--- src/rtl/game_pkg.sv ---
// Shared definitions for the RPG game-screen sequencer: state codes,
// source count and sync-level helpers.
package game_pkg;

    typedef enum logic [1:0] {
        ST_START  = 2'd0,
        ST_MAZE   = 2'd1,
        ST_BATTLE = 2'd2,
        ST_END    = 2'd3
    } game_state_t;

    localparam int NUM_SRC = 4;

    localparam logic SYNC_ACTIVE_LOW  = 1'b0;
    localparam logic SYNC_ACTIVE_HIGH = 1'b1;

    // Idle (inactive) level of a sync line for a given active polarity.
    function automatic logic sync_idle(input logic pol);
        return ~pol;
    endfunction

endpackage

--- src/rtl/frame_edge_detect.sv ---
// Frame-start detector: one-cycle pulse in the cycle a VS line moves from
// its inactive to its active level, judged against a registered sample.
module frame_edge_detect
    import game_pkg::*;
#(
    parameter logic SYNC_POL = SYNC_ACTIVE_LOW
) (
    input  logic clk,
    input  logic rst,
    input  logic vs,
    output logic frame_start
);

    logic vs_prev;

    // Previous VS sample; starts idle so a reset never fakes a frame edge.
    always_ff @(posedge clk or negedge rst) begin
        // NOTE: registers are updated with non-blocking assignments so every
        // flop samples the pre-edge values, independent of statement order.
        if (!rst) vs_prev <= sync_idle(SYNC_POL);
        else      vs_prev <= vs;
    end

    assign frame_start = (vs == SYNC_POL) && (vs_prev != SYNC_POL);

endmodule

--- src/rtl/game_screen_sequencer.sv ---
// Game-state sequencer and VGA source selector. Requests are captured into a
// pending target and committed on the next frame edge of the displayed
// source (or after SWITCH_TIMEOUT cycles). END returns to START after
// END_FRAMES frames. Optional macro GAME_SCREEN_BLANK_ON_SWITCH_EN blanks
// RGB after each commit until the new source's next frame edge.
module game_screen_sequencer
    import game_pkg::*;
#(
    parameter int   R_W            = 3,
    parameter int   G_W            = 3,
    parameter int   B_W            = 2,
    parameter logic SYNC_POL       = 1'b0,
    parameter int   END_FRAMES     = 180,
    parameter int   SWITCH_TIMEOUT = 1_000_000
) (
    input  logic                   clk,
    input  logic                   rst,
    input  logic                   start_req,
    input  logic                   enemy_collide,
    input  logic                   win_battle,
    input  logic                   lose_battle,
    input  logic                   win_game,
    input  logic                   restart_req,
    input  logic [NUM_SRC*R_W-1:0] r_in,
    input  logic [NUM_SRC*G_W-1:0] g_in,
    input  logic [NUM_SRC*B_W-1:0] b_in,
    input  logic [NUM_SRC-1:0]     hs_in,
    input  logic [NUM_SRC-1:0]     vs_in,
    output logic [R_W-1:0]         r,
    output logic [G_W-1:0]         g,
    output logic [B_W-1:0]         b,
    output logic                   hs,
    output logic                   vs,
    output logic [1:0]             state,
    output logic                   state_enter,
    output logic                   switch_pending
);

    localparam int TMO_W = (SWITCH_TIMEOUT > 1) ? $clog2(SWITCH_TIMEOUT) : 1;
    localparam int END_W = (END_FRAMES > 1) ? $clog2(END_FRAMES) : 1;
    localparam logic [TMO_W-1:0] TMO_MAX = TMO_W'(SWITCH_TIMEOUT - 1);
    localparam logic [END_W-1:0] END_MAX = END_W'(END_FRAMES - 1);

    game_state_t      state_q, state_d, target_q, target_d, req_target;
    logic             pending_q, pending_d;
    logic             req_valid, capture, commit, frame_edge;
    logic [TMO_W-1:0] tmo_q, tmo_d;
    logic [END_W-1:0] end_q, end_d;
    logic [1:0]       sel;
    logic             rgb_blank;

    frame_edge_detect #(.SYNC_POL(SYNC_POL)) u_frame_edge (
        .clk         (clk),
        .rst         (rst),
        .vs          (vs_in[state_q]),
        .frame_start (frame_edge)
    );

    // Decode which transition the current state is asking for this cycle.
    always_comb begin
        // NOTE: every output of a combinational block gets a default first,
        // so no path leaves it unassigned and no latch is inferred.
        req_valid  = 1'b0;
        req_target = state_q;
        case (state_q)
            ST_START: if (start_req) begin
                req_valid  = 1'b1;
                req_target = ST_MAZE;
            end
            ST_MAZE: if (enemy_collide) begin
                req_valid  = 1'b1;
                req_target = ST_BATTLE;
            end
            ST_BATTLE: if (win_game || lose_battle) begin
                req_valid  = 1'b1;
                req_target = ST_END;
            end else if (win_battle) begin
                req_valid  = 1'b1;
                req_target = ST_MAZE;
            end
            ST_END: if (restart_req || (frame_edge && end_q == END_MAX)) begin
                req_valid  = 1'b1;
                req_target = ST_START;
            end
            default: ;
        endcase
    end

    // Next-state logic: capture a request, then commit on a frame edge or timeout.
    always_comb begin
        capture   = !pending_q && req_valid;
        commit    = pending_q && (frame_edge || tmo_q == TMO_MAX);
        state_d   = state_q;
        target_d  = target_q;
        pending_d = pending_q;
        tmo_d     = tmo_q;
        end_d     = end_q;

        if (commit) begin
            state_d   = target_q;
            pending_d = 1'b0;
            tmo_d     = '0;
            end_d     = '0;
        end else begin
            if (capture) begin
                target_d  = req_target;
                pending_d = 1'b1;
                tmo_d     = '0;
            end else if (pending_q && tmo_q != TMO_MAX) begin
                tmo_d = tmo_q + TMO_W'(1);
            end
            // The END frame count holds at its last value once the return fires.
            if (state_q == ST_END && !pending_q && frame_edge && end_q != END_MAX)
                end_d = end_q + END_W'(1);
        end
    end

    // Sequencer state registers.
    always_ff @(posedge clk or negedge rst) begin
        if (!rst) begin
            state_q   <= ST_START;
            target_q  <= ST_START;
            pending_q <= 1'b0;
            tmo_q     <= '0;
            end_q     <= '0;
        end else begin
            state_q   <= state_d;
            target_q  <= target_d;
            pending_q <= pending_d;
            tmo_q     <= tmo_d;
            end_q     <= end_d;
        end
    end

`ifdef GAME_SCREEN_BLANK_ON_SWITCH_EN
    logic blank_q, blank_d;

    // Blanking arms on commit and disarms at the new source's first frame edge.
    always_comb begin
        blank_d = blank_q;
        if (commit)          blank_d = 1'b1;
        else if (frame_edge) blank_d = 1'b0;
    end

    // Blank flag register.
    always_ff @(posedge clk or negedge rst) begin
        if (!rst) blank_q <= 1'b0;
        else      blank_q <= blank_d;
    end

    assign rgb_blank = blank_d;
`else
    assign rgb_blank = 1'b0;
`endif

    // The mux follows the next state so the commit cycle already shows the new source.
    assign sel = state_d;

    // Registered video output and commit pulse.
    always_ff @(posedge clk or negedge rst) begin
        if (!rst) begin
            r           <= '0;
            g           <= '0;
            b           <= '0;
            hs          <= sync_idle(SYNC_POL);
            vs          <= sync_idle(SYNC_POL);
            state_enter <= 1'b0;
        end else begin
            r           <= rgb_blank ? '0 : r_in[int'(sel)*R_W +: R_W];
            g           <= rgb_blank ? '0 : g_in[int'(sel)*G_W +: G_W];
            b           <= rgb_blank ? '0 : b_in[int'(sel)*B_W +: B_W];
            hs          <= hs_in[sel];
            vs          <= vs_in[sel];
            state_enter <= commit;
        end
    end

    assign state          = state_q;
    assign switch_pending = pending_q;

endmodule

--- config.mk ---
export PLATFORM = sky130hd
export DESIGN_NAME = game_screen_sequencer
export DESIGN_NICKNAME = d
export VERILOG_FILES = /design/src/rtl/game_pkg.sv /design/src/rtl/frame_edge_detect.sv /design/src/rtl/game_screen_sequencer.sv
export SDC_FILE = /design/constraint.sdc
export NUM_CORES = 1
export LEC_CHECK = 0
export ABC_AREA = 1
export BUFFER_PORTS_ARGS = -buffer_cell sky130_fd_sc_hd__clkbuf_2
export CORE_UTILIZATION = 55
export CTS_BUF_LIST = sky130_fd_sc_hd__clkbuf_8
export DETAILED_ROUTE_END_ITERATION = 6
export GPL_TIMING_DRIVEN = 0
export PLACE_DENSITY_LB_ADDON = 0.2
export SETUP_SLACK_MARGIN = 0.02
export SLEW_MARGIN = 10
export SYNTH_ARGS = -nofsm -noshare
export SYNTH_HDL_FRONTEND = slang
export SYNTH_SLANG_ARGS = --single-unit
--- constraint.sdc ---
create_clock -name clk -period 2.6 [get_ports clk]
set_input_delay 0.65 -clock clk [delete_from_list [all_inputs] [get_ports clk]]
set_output_delay 0.65 -clock clk [all_outputs]
set_load 0.01 [all_outputs]
* Yosys cells after proc, flatten, opt, wreduce, memory -nomap -nowiden
Index checks and enable logic that the tools add are counted.
** Storage, ports and cells
- Bits in read-only memories :: 0
- Memories :: 0
- Bits of input ports :: 48
- Latch bits :: 0
- Logic and storage cells :: 72
- Register bits :: 45
- Output and inout port bits :: 14
- Bits in writable memories :: 0
** Operators by class
- $add $sub $neg :: 2
- Magnitude comparators :: 2
- Bitwise gates (word level) :: 2
- Div/mod/pow operators :: 0
- Shift operators :: 3
- Multiplexer cells :: 26
- Reductions and logical operators :: 17
- Eq/ne operators :: 7
- $mul :: 1
** Operators with widths (count)
- 2-to-1 mux 20 bit :: 3
- indexed part select 12 x 32 -> 3 bit :: 1
- adder 20 x 1 -> 20 bit, second input constant :: 1
- == test 20 bit, second input constant :: 1
- != test 20 bit, second input constant :: 1
- 2-to-1 mux 8 bit :: 2
- 2-to-1 mux 2 bit :: 6
- indexed part select 12 x 5 -> 3 bit :: 1
- 2-to-1 mux 1 bit :: 10
- adder 8 x 1 -> 8 bit, second input constant :: 1
- == test 8 bit, second input constant :: 1
- logical AND 1 bit :: 8
- != test 8 bit, second input constant :: 1
- one-hot mux 2 bit (4 select lines) :: 1
- indexed part select 8 x 4 -> 2 bit :: 1
- binary-select mux 1 bit (select 2 bit) :: 3
- less-than comparator 2 x 3 -> 1 bit, second input constant :: 2
- == test 2 bit, second input constant :: 2
- multiplier 2 x 2 -> 4 bit, second input constant :: 1
- one-hot mux 1 bit (4 select lines) :: 1
- nonzero test 2 bit :: 2
- logical OR 1 bit :: 3
- nonzero test 3 bit :: 1
- == test 2 x 1 -> 1 bit, second input constant :: 1
- other kinds (4) :: 5

* Longest topological paths before layout
Gate-level depths: netlist of run 1.
- Depth in word-level cells :: 11
- Depth in mapped cells :: 14
- Mapped depth without buffers :: 12

* Cells and area by module
From an unflattened synthesis of run 1, not the netlist that was laid out.
** Second synthesis, totals
- Cell total of the unflattened synthesis :: 423
- Area total of the unflattened synthesis :: 3006.6 um^2
** By module, submodules not included
- game_screen_sequencer :: instances 1, area each 2970.3 um^2, sequential area each 1103.6 um^2, cells each 420
- frame_edge_detect :: instances 1, area each 36.3 um^2, sequential area each 26.3 um^2, cells each 3

* Least setup slack after synthesis of run 1
Ideal clock, no wire load.
- Path type :: register to register
- Start :: register tmo_q[0]
- End :: register b[0]
- Library setup time :: 0.117 ns
- Data required time :: 2.483 ns
- Stages on the path, launching flop included :: 13
- Arrival time :: 1.792 ns
- Path buffers :: 2
- Slack :: 0.690 ns
- Period minus slack after synthesis :: 1.910 ns
- Cell sequence :: dfrtp_1 ha_1 nand3_1 nor2_1 nand3_1 nand2_2 nand2_1 buf_4 nand2_1 buf_4 nand3_1 nand3_1 nand2_1
** On the way
- Cells in the longest elaborated chain, start to end :: 5
** RTL lines
- from (decl) :: RTL line game_screen_sequencer.sv:47 : logic [TMO_W-1:0] tmo_q, tmo_d;
- from (signal assigned) :: RTL line game_screen_sequencer.sv:130 : tmo_q <= tmo_d;
- == test 20 bit :: RTL line game_screen_sequencer.sv:92 : commit = pending_q && (frame_edge || tmo_q == TMO_MAX);
- logical OR 1 bit :: RTL line game_screen_sequencer.sv:92
- logical AND 1 bit :: RTL line game_screen_sequencer.sv:92
- 2-to-1 mux 2 bit :: RTL line game_screen_sequencer.sv:99 : if (commit) begin
- indexed part select 8 x 4 -> 2 bit :: RTL line game_screen_sequencer.sv:171 : b <= rgb_blank ? '0 : b_in[int'(sel)*B_W +: B_W];
- to (signal assigned) :: RTL line game_screen_sequencer.sv:171
- to (decl) :: RTL line game_screen_sequencer.sv:31 : output logic [B_W-1:0] b,
No other way between the ends.
A chain may end at the register's enable or synchronous reset.

* Worst setup path after layout of run 1
- Start :: register tmo_q[0]
- End :: register g[1]
** On the way
- Cells in the longest elaborated chain, start to end :: 6
** RTL lines
- == test 20 bit :: RTL line game_screen_sequencer.sv:92
- logical OR 1 bit :: RTL line game_screen_sequencer.sv:92
- logical AND 1 bit :: RTL line game_screen_sequencer.sv:92
- 2-to-1 mux 2 bit :: RTL line game_screen_sequencer.sv:99
- multiplier 2 x 2 -> 4 bit :: RTL line game_screen_sequencer.sv:170 : g <= rgb_blank ? '0 : g_in[int'(sel)*G_W +: G_W];
- indexed part select 12 x 5 -> 3 bit :: RTL line game_screen_sequencer.sv:170
- to (signal assigned) :: RTL line game_screen_sequencer.sv:170
- to (decl) :: RTL line game_screen_sequencer.sv:30 : output logic [G_W-1:0] g,
No other way between the ends.

==> impl_metrics.env, run 1 <==
export IMPL_status="completed"
export IMPL_critical_path_class="register to register"
export IMPL_fin_nets=540
export IMPL_place_congestion=0.923
export IMPL_htreeDepth=2
export IMPL_synth_distinct_cells=28
export IMPL_yosys_area_top_type="dfrtp_1"
export IMPL_path_clk_slew_ps=90
export IMPL_endpoint_kind="register"
export IMPL_total_power_mw=2.76
export IMPL_slew_viol_final=0
export IMPL_num_io_pins=62
export IMPL_grt_pass1_vias=2746
export IMPL_path_buf_inv=2
export IMPL_hold_viol=0
export IMPL_avgSynthCellArea_sq_um=6.95
export IMPL_port_buffers=61
export IMPL_syn_to_final_growth_pct=17.3
export IMPL_ff2ff_setup_slack_ps=280
export IMPL_cpMaxStageDelayCell="dfrtp_1"
export IMPL_cp_common_cell="nand3_1"
export IMPL_fin_crit_sh_pct=89.4
export IMPL_grt_pass1_wl_mm=11.9
export IMPL_vias=2918
export IMPL_finClkSkew_ps=6.22
export IMPL_clockBufferDepth=2
export IMPL_drt_iter0_markers=220
export IMPL_ys_ff_latch=45
export IMPL_grt_max_degree=46
export IMPL_ys_top_cells_by_area="dfrtp_1 36%, nand3_1 14%, nand2_1 12%"
export IMPL_worst_setup_path_start_kind="register"
export IMPL_cts_buffers=5
export IMPL_worst_pin_slew_ps=991
export IMPL_via_per_inst=5.20
export IMPL_grt_ovfl_total=0
export IMPL_final_common_cell="nand2_1"
export IMPL_layout_drive_gt1_share_pct=18.7
export IMPL_wl_per_cell_um=12.2
export IMPL_slew_headroom_pct=33.9
export IMPL_wl_mm=6.84
export IMPL_cp_data_arrival_time_ps=2520
export IMPL_rsz0062_at_grt="false"
export IMPL_die_height_um=75.0
export IMPL_synth_area_sq_um=2930
export IMPL_mostFrequentLayoutCells="95 x nand2_1, 80 x nand3_1, 65 x inv_1"
export IMPL_num_rows=26
export IMPL_synth_top_area_share_pct=35.9
export IMPL_fmax_ghz=0.430
export IMPL_vdd_drop_max_v=0.000570
export IMPL_antenna_found_initial=0
export IMPL_clock_sinks=45
export IMPL_nFillCells=441
export IMPL_worstRegToRegCells=12
export IMPL_cap_violations=0
export IMPL_tritoncts="done"
export IMPL_dp_hpwl_mm=5.04
export IMPL_route_detailed_drc=0
export IMPL_power_density_nw_per_um2=801
export IMPL_crit_fanout=10
export IMPL_insertion_delay_ps=310
export IMPL_worstReg2RegEnd="g[1]$_DFF_PN0_"
export IMPL_ys_warn_count=0
export IMPL_setup_viol=0
export IMPL_first_pass_iters=4
export IMPL_die_area_sq_um=5630
export IMPL_start_util_pct=57.4
export IMPL_cts_root_buf="clkbuf_8"
export IMPL_slowest_delay_ps=510
export IMPL_synth_fp_nets=472
export IMPL_cp_cell_sequence="ha_1 -> nand3_1 -> nor2_1 -> nand3_1 -> nand2_2 -> nand2_1 -> buf_4 -> nand2_1 -> buf_4 -> nand3_1 -> nand3_1 -> nand2_1"
export IMPL_regToRegStartpoint="tmo_q[0]$_DFFE_PN0P_"
export IMPL_syn_instance_count=422
export IMPL_hp_class="primary input to asynchronous set/reset pin"
export IMPL_core_area_sq_um=5110
export IMPL_postCtsHoldBufs=0
export IMPL_grt_total_usage_pct=27.9
export IMPL_ant_nets=0
export IMPL_tns_ps=0
export IMPL_post_cts_setup_buffers=0
export IMPL_cp_top_family="simple AND/OR/NAND/NOR gates"
export IMPL_crit_required_ps=2800
export IMPL_cts_resized=0
export IMPL_antenna_cells=0
export IMPL_die_w_um=75.0
export IMPL_power_leakage_nw=1.79
export IMPL_seq_area_frac_synth_pct=38.5
export IMPL_min_period_ps=2320
==> metal layers <==
metal / routed length, um / GRT usage [%] / up-vias / part of all wire (%)
met2: 3370 / 49.3 / 103 / 49
li1: - / - / 1486 / -
met3: 443 / 5.89 / 6 / 6.5
met5: 0 / 0 / - / 0
met4: 64 / 7.97 / 0 / 0.94
met1: 2960 / 34.3 / 1323 / 43
==> worst max-delay path by stage <==
stage / from / endpoint / slack, ps / cells after the start
after floorplan: tmo_q[0]$_DFFE_PN0P_ / b[0]$_DFF_PN0_ / 690 / 12
after global placement: tmo_q[0]$_DFFE_PN0P_ / g[1]$_DFF_PN0_ / 340 / 12
after detailed placement: tmo_q[0]$_DFFE_PN0P_ / g[1]$_DFF_PN0_ / 290 / 12
after CTS: tmo_q[0]$_DFFE_PN0P_ / g[1]$_DFF_PN0_ / 260 / 12
after global routing: tmo_q[0]$_DFFE_PN0P_ / r[0]$_DFF_PN0_ / 80 / 11
final: tmo_q[0]$_DFFE_PN0P_ / g[1]$_DFF_PN0_ / 280 / 12
==> area by class of cell <==
cell class | count | area [sq um] | area share (%)
Multi-Input combinational cell | 298 | 1490 | 43.2
Sequential cell | 45 | 1130 | 32.8
Timing Repair Buffer | 61 | 305 | 8.88
Inverter | 67 | 251 | 7.31
Tap cell | 70 | 87.6 | 2.55
Clock buffer | 5 | 68.8 | 2.00
Buffer | 12 | 63.8 | 1.86
Clock inverter | 3 | 46.3 | 1.35
==> metrics by stage <==
stage	utilization (%)	hold WS, ps	setup slack, ps	std cells	area, sq um
3_3_place_gp	65.1	484	339	553	3320
6_report	67.3	480	275	561	3440
2_1_floorplan	-	354	690	422	2930
5_1_grt	67.3	546	77.7	561	3440
3_5_place_dp	65.1	490	288	553	3320
4_1_cts	67.3	515	259	561	3440
==> worst reg2reg max path, stage by stage (launching register included) <==
cell and delay [ps]:
dfrtp_1 510, ha_1 300, nand3_1 190, nor2_1 150
nand3_1 110, nand2_2 140, nand2_1 80, buf_4 190
nand2_1 110, buf_4 190, nand3_1 80, nand3_1 90
nand2_1 70
==> sequential cells by signal, summed over array words and instances (netlist names) <==
register,flops
state_enter,1
tmo_q,20
end_q,8
vs,1
switch_pending,1
hs,1
u_frame_edge.vs_prev,1
state,2
g,3
target_q,2
b,2
r,3
==> logic make-up (layout without fill, tap and decap cells) <==
kind of cell | Yosys count | in the layout | synth area share, %
AND/OR/NAND/NOR | 250 | 250 | 38.4
adder cells (fa/ha/maj) | 2 | 2 | 0.853
buffers and inverters | 79 | 148 | 10.8
AO/OA/AOI/OAI | 30 | 30 | 6.70
flip-flops | 45 | 45 | 38.5
XOR/XNOR | 16 | 16 | 4.78
==> synth_stat cells <==
library cell  instances
o21bai_1              6
xor2_1               15
nand4_1               9
buf_2                 3
inv_2                 2
or2_2                 6
o21ai_0               7
a21boi_0              1
nor2_2                1
buf_4                 4
nor2_4                1
o221ai_1              1
dfstp_2               3
clkbuf_1              5
o21ai_4               1
nand2_1              95
dfrtp_1              42
ha_1                  2
nand2_2               1
a21oi_1               9
nand3b_1              6
nor3_1               11
o21ai_2               1
o31ai_1               4
inv_1                65
nand3_1              80
xnor2_1               1
nor2_1               40
==> report_power, final <==
part	switching, mW	internal (mW)
sequential	0.0924	0.869
combinational	0.828	0.415
clock	0.263	0.288
total	1.18	1.57
(Power assumes the default switching activity.)
==> inputs of run 2 (changes only) <==
--- a/config.mk
+++ b/config.mk
@@ -11,7 +11,7 @@
 export CTS_BUF_LIST = sky130_fd_sc_hd__clkbuf_8
 export DETAILED_ROUTE_END_ITERATION = 6
 export GPL_TIMING_DRIVEN = 0
-export PLACE_DENSITY_LB_ADDON = 0.2
+export PLACE_DENSITY_LB_ADDON = 0.1
 export SETUP_SLACK_MARGIN = 0.02
 export SLEW_MARGIN = 10
 export SYNTH_ARGS = -nofsm -noshare
==> impl_metrics.env, run 2 (synthesis results as in run 1) <==
export IMPL_worst_pin_slew_ps=980
export IMPL_slew_viol_final=0
export IMPL_fmax_ghz=0.437
export IMPL_insertion_delay_ps=300
export IMPL_largest_reg_flops=20
export IMPL_die_w_um=75.0
export IMPL_ant_nets=0
export IMPL_post_cts_setup_buffers=0
export IMPL_vias=2905
export IMPL_tritoncts="done"
export IMPL_endpoint_kind="register"
export IMPL_vdd_drop_max_v=0.000561
export IMPL_drt_iter0_markers=163
export IMPL_ff2ff_setup_slack_ps=310
export IMPL_crit_end="r[0]$_DFF_PN0_"
export IMPL_regToRegStartpoint="tmo_q[0]$_DFFE_PN0P_"
export IMPL_min_period_ps=2290
export IMPL_crit_path_start="tmo_q[0]$_DFFE_PN0P_"
export IMPL_antenna_cells=0
export IMPL_path_clk_slew_ps=90
export IMPL_rsz0062_at_grt="false"
export IMPL_worstRegToRegCells=11
export IMPL_grt_total_usage_pct=25.9
export IMPL_power_leakage_nw=1.79
export IMPL_cap_violations=0
export IMPL_total_power_mw=2.68
export IMPL_nFillCells=490
export IMPL_wl_mm=6.95
export IMPL_crit_required_ps=2790
export IMPL_grt_pass1_vias=2492
export IMPL_num_io_pins=62
export IMPL_worstReg2RegEnd="r[0]$_DFF_PN0_"
export IMPL_mostFrequentLayoutCells="95 x nand2_1, 80 x nand3_1, 65 x inv_1"
export IMPL_route_detailed_drc=0
export IMPL_cts_root_buf="clkbuf_8"
export IMPL_worst_setup_path_start_kind="register"
export IMPL_top_register="tmo_q"
export IMPL_slew_headroom_pct=34.6
export IMPL_grt_max_degree=46
export IMPL_fin_crit_sh_pct=88.0
export IMPL_place_congestion=0.898
export IMPL_final_common_cell="nand2_1"
export IMPL_via_per_inst=5.18
export IMPL_postCtsHoldBufs=0
export IMPL_hp_class="primary input to asynchronous set/reset pin"
export IMPL_power_density_nw_per_um2=783
export IMPL_final_util_pct=67.1
export IMPL_layout_drive_gt1_share_pct=18.7
export IMPL_cp_data_arrival_time_ps=2470
export IMPL_setup_viol=0
export IMPL_wl_per_cell_um=12.4
export IMPL_grt_ovfl_total=0
export IMPL_place_inst=553
export IMPL_start_util_pct=57.4
export IMPL_clockBufferDepth=2
export IMPL_core_area_sq_um=5110
export IMPL_htreeDepth=2
export IMPL_grt_pass1_wl_mm=11.1
export IMPL_critical_path_class="register to register"
export IMPL_first_pass_iters=5
export IMPL_status="completed"
export IMPL_antenna_found_initial=0
export IMPL_clock_sinks=45
export IMPL_cts_resized=0
export IMPL_die_height_um=75.0
export IMPL_cts_buffers=5
export IMPL_finClkSkew_ps=12.5
export IMPL_syn_to_final_growth_pct=16.9
export IMPL_die_area_sq_um=5630
export IMPL_dp_hpwl_mm=5.17
export IMPL_num_rows=26
export IMPL_instances_no_fill=561
export IMPL_top_regs="tmo_q: 20 flops, end_q: 8 flops"
export IMPL_fin_nets=540
export IMPL_tns_ps=0
export IMPL_crit_fanout=10
export IMPL_hold_viol=0
export IMPL_port_buffers=61
[run 2: cell count changes in the layout (fill, tap and decap cells not counted)]
cell,previous run,this run
bufinv_16,1,0
clkbuf_8,5,7
clkinv_2,0,1
clkinv_4,1,0
clkinvlp_4,1,0
[run 2: metal layers]
metal / GRT usage, % / up-vias / wire, um
li1: - / 1488 / -
met1: 35.1 / 1323 / 3150
met2: 43.7 / 88 / 3390
met3: 3.75 / 6 / 344
met4: 6.71 / 0 / 66
met5: 0 / - / 0
[run 2: worst min path at each step]
stage	start	end	slack, ps	cells after the start
after global routing	target_q[0]$_DFFE_PN0P_	target_q[0]$_DFFE_PN0P_	550	2
after detailed placement	tmo_q[1]$_DFFE_PN0P_	tmo_q[1]$_DFFE_PN0P_	500	2
after global placement	target_q[0]$_DFFE_PN0P_	target_q[0]$_DFFE_PN0P_	490	2
after floorplan	rst	b[0]$_DFF_PN0_	350	0
final	rst	tmo_q[11]$_DFFE_PN0P_	490	1
after CTS	tmo_q[1]$_DFFE_PN0P_	tmo_q[1]$_DFFE_PN0P_	520	2
[run 2: critical path, cell delays in order, from the launching register on]
cell	delay [ps]
dfrtp_1	490
ha_1	290
nand3_1	180
nor2_1	140
nand3_1	110
nand2_2	140
nand2_1	80
nand2_1	210
buf_2	280
nand3_1	100
nand3_1	100
nand2_1	60
[run 2: layout make-up]
cell class,instances,area (sq um),share of cell area [%]
plain buffers,12,63.8,1.86
flip-flops and latches,45,1130,33.0
well taps,70,87.6,2.56
clock inverters,1,5.00,0.146
inverters,67,251,7.34
repair buffers,61,305,8.91
clock buffers,7,96.3,2.81
multi-input cells,298,1490,43.4
[run 2: where the power goes]
group / internal (mW) / switching [mW] / leakage, nW
Sequential: 0.869 / 0.0879 / 0.591
Combinational: 0.416 / 0.832 / 1.14
Clock: 0.240 / 0.235 / 0.0542
[run 2: metrics by stage]
step	hold slack (ps)	area, sq um	worst slack, ps
after global routing	551	3430	108
final	494	3430	311
after detailed placement	495	3320	362
after global placement	485	3320	364
after CTS	515	3430	333
after floorplan	354	2930	690
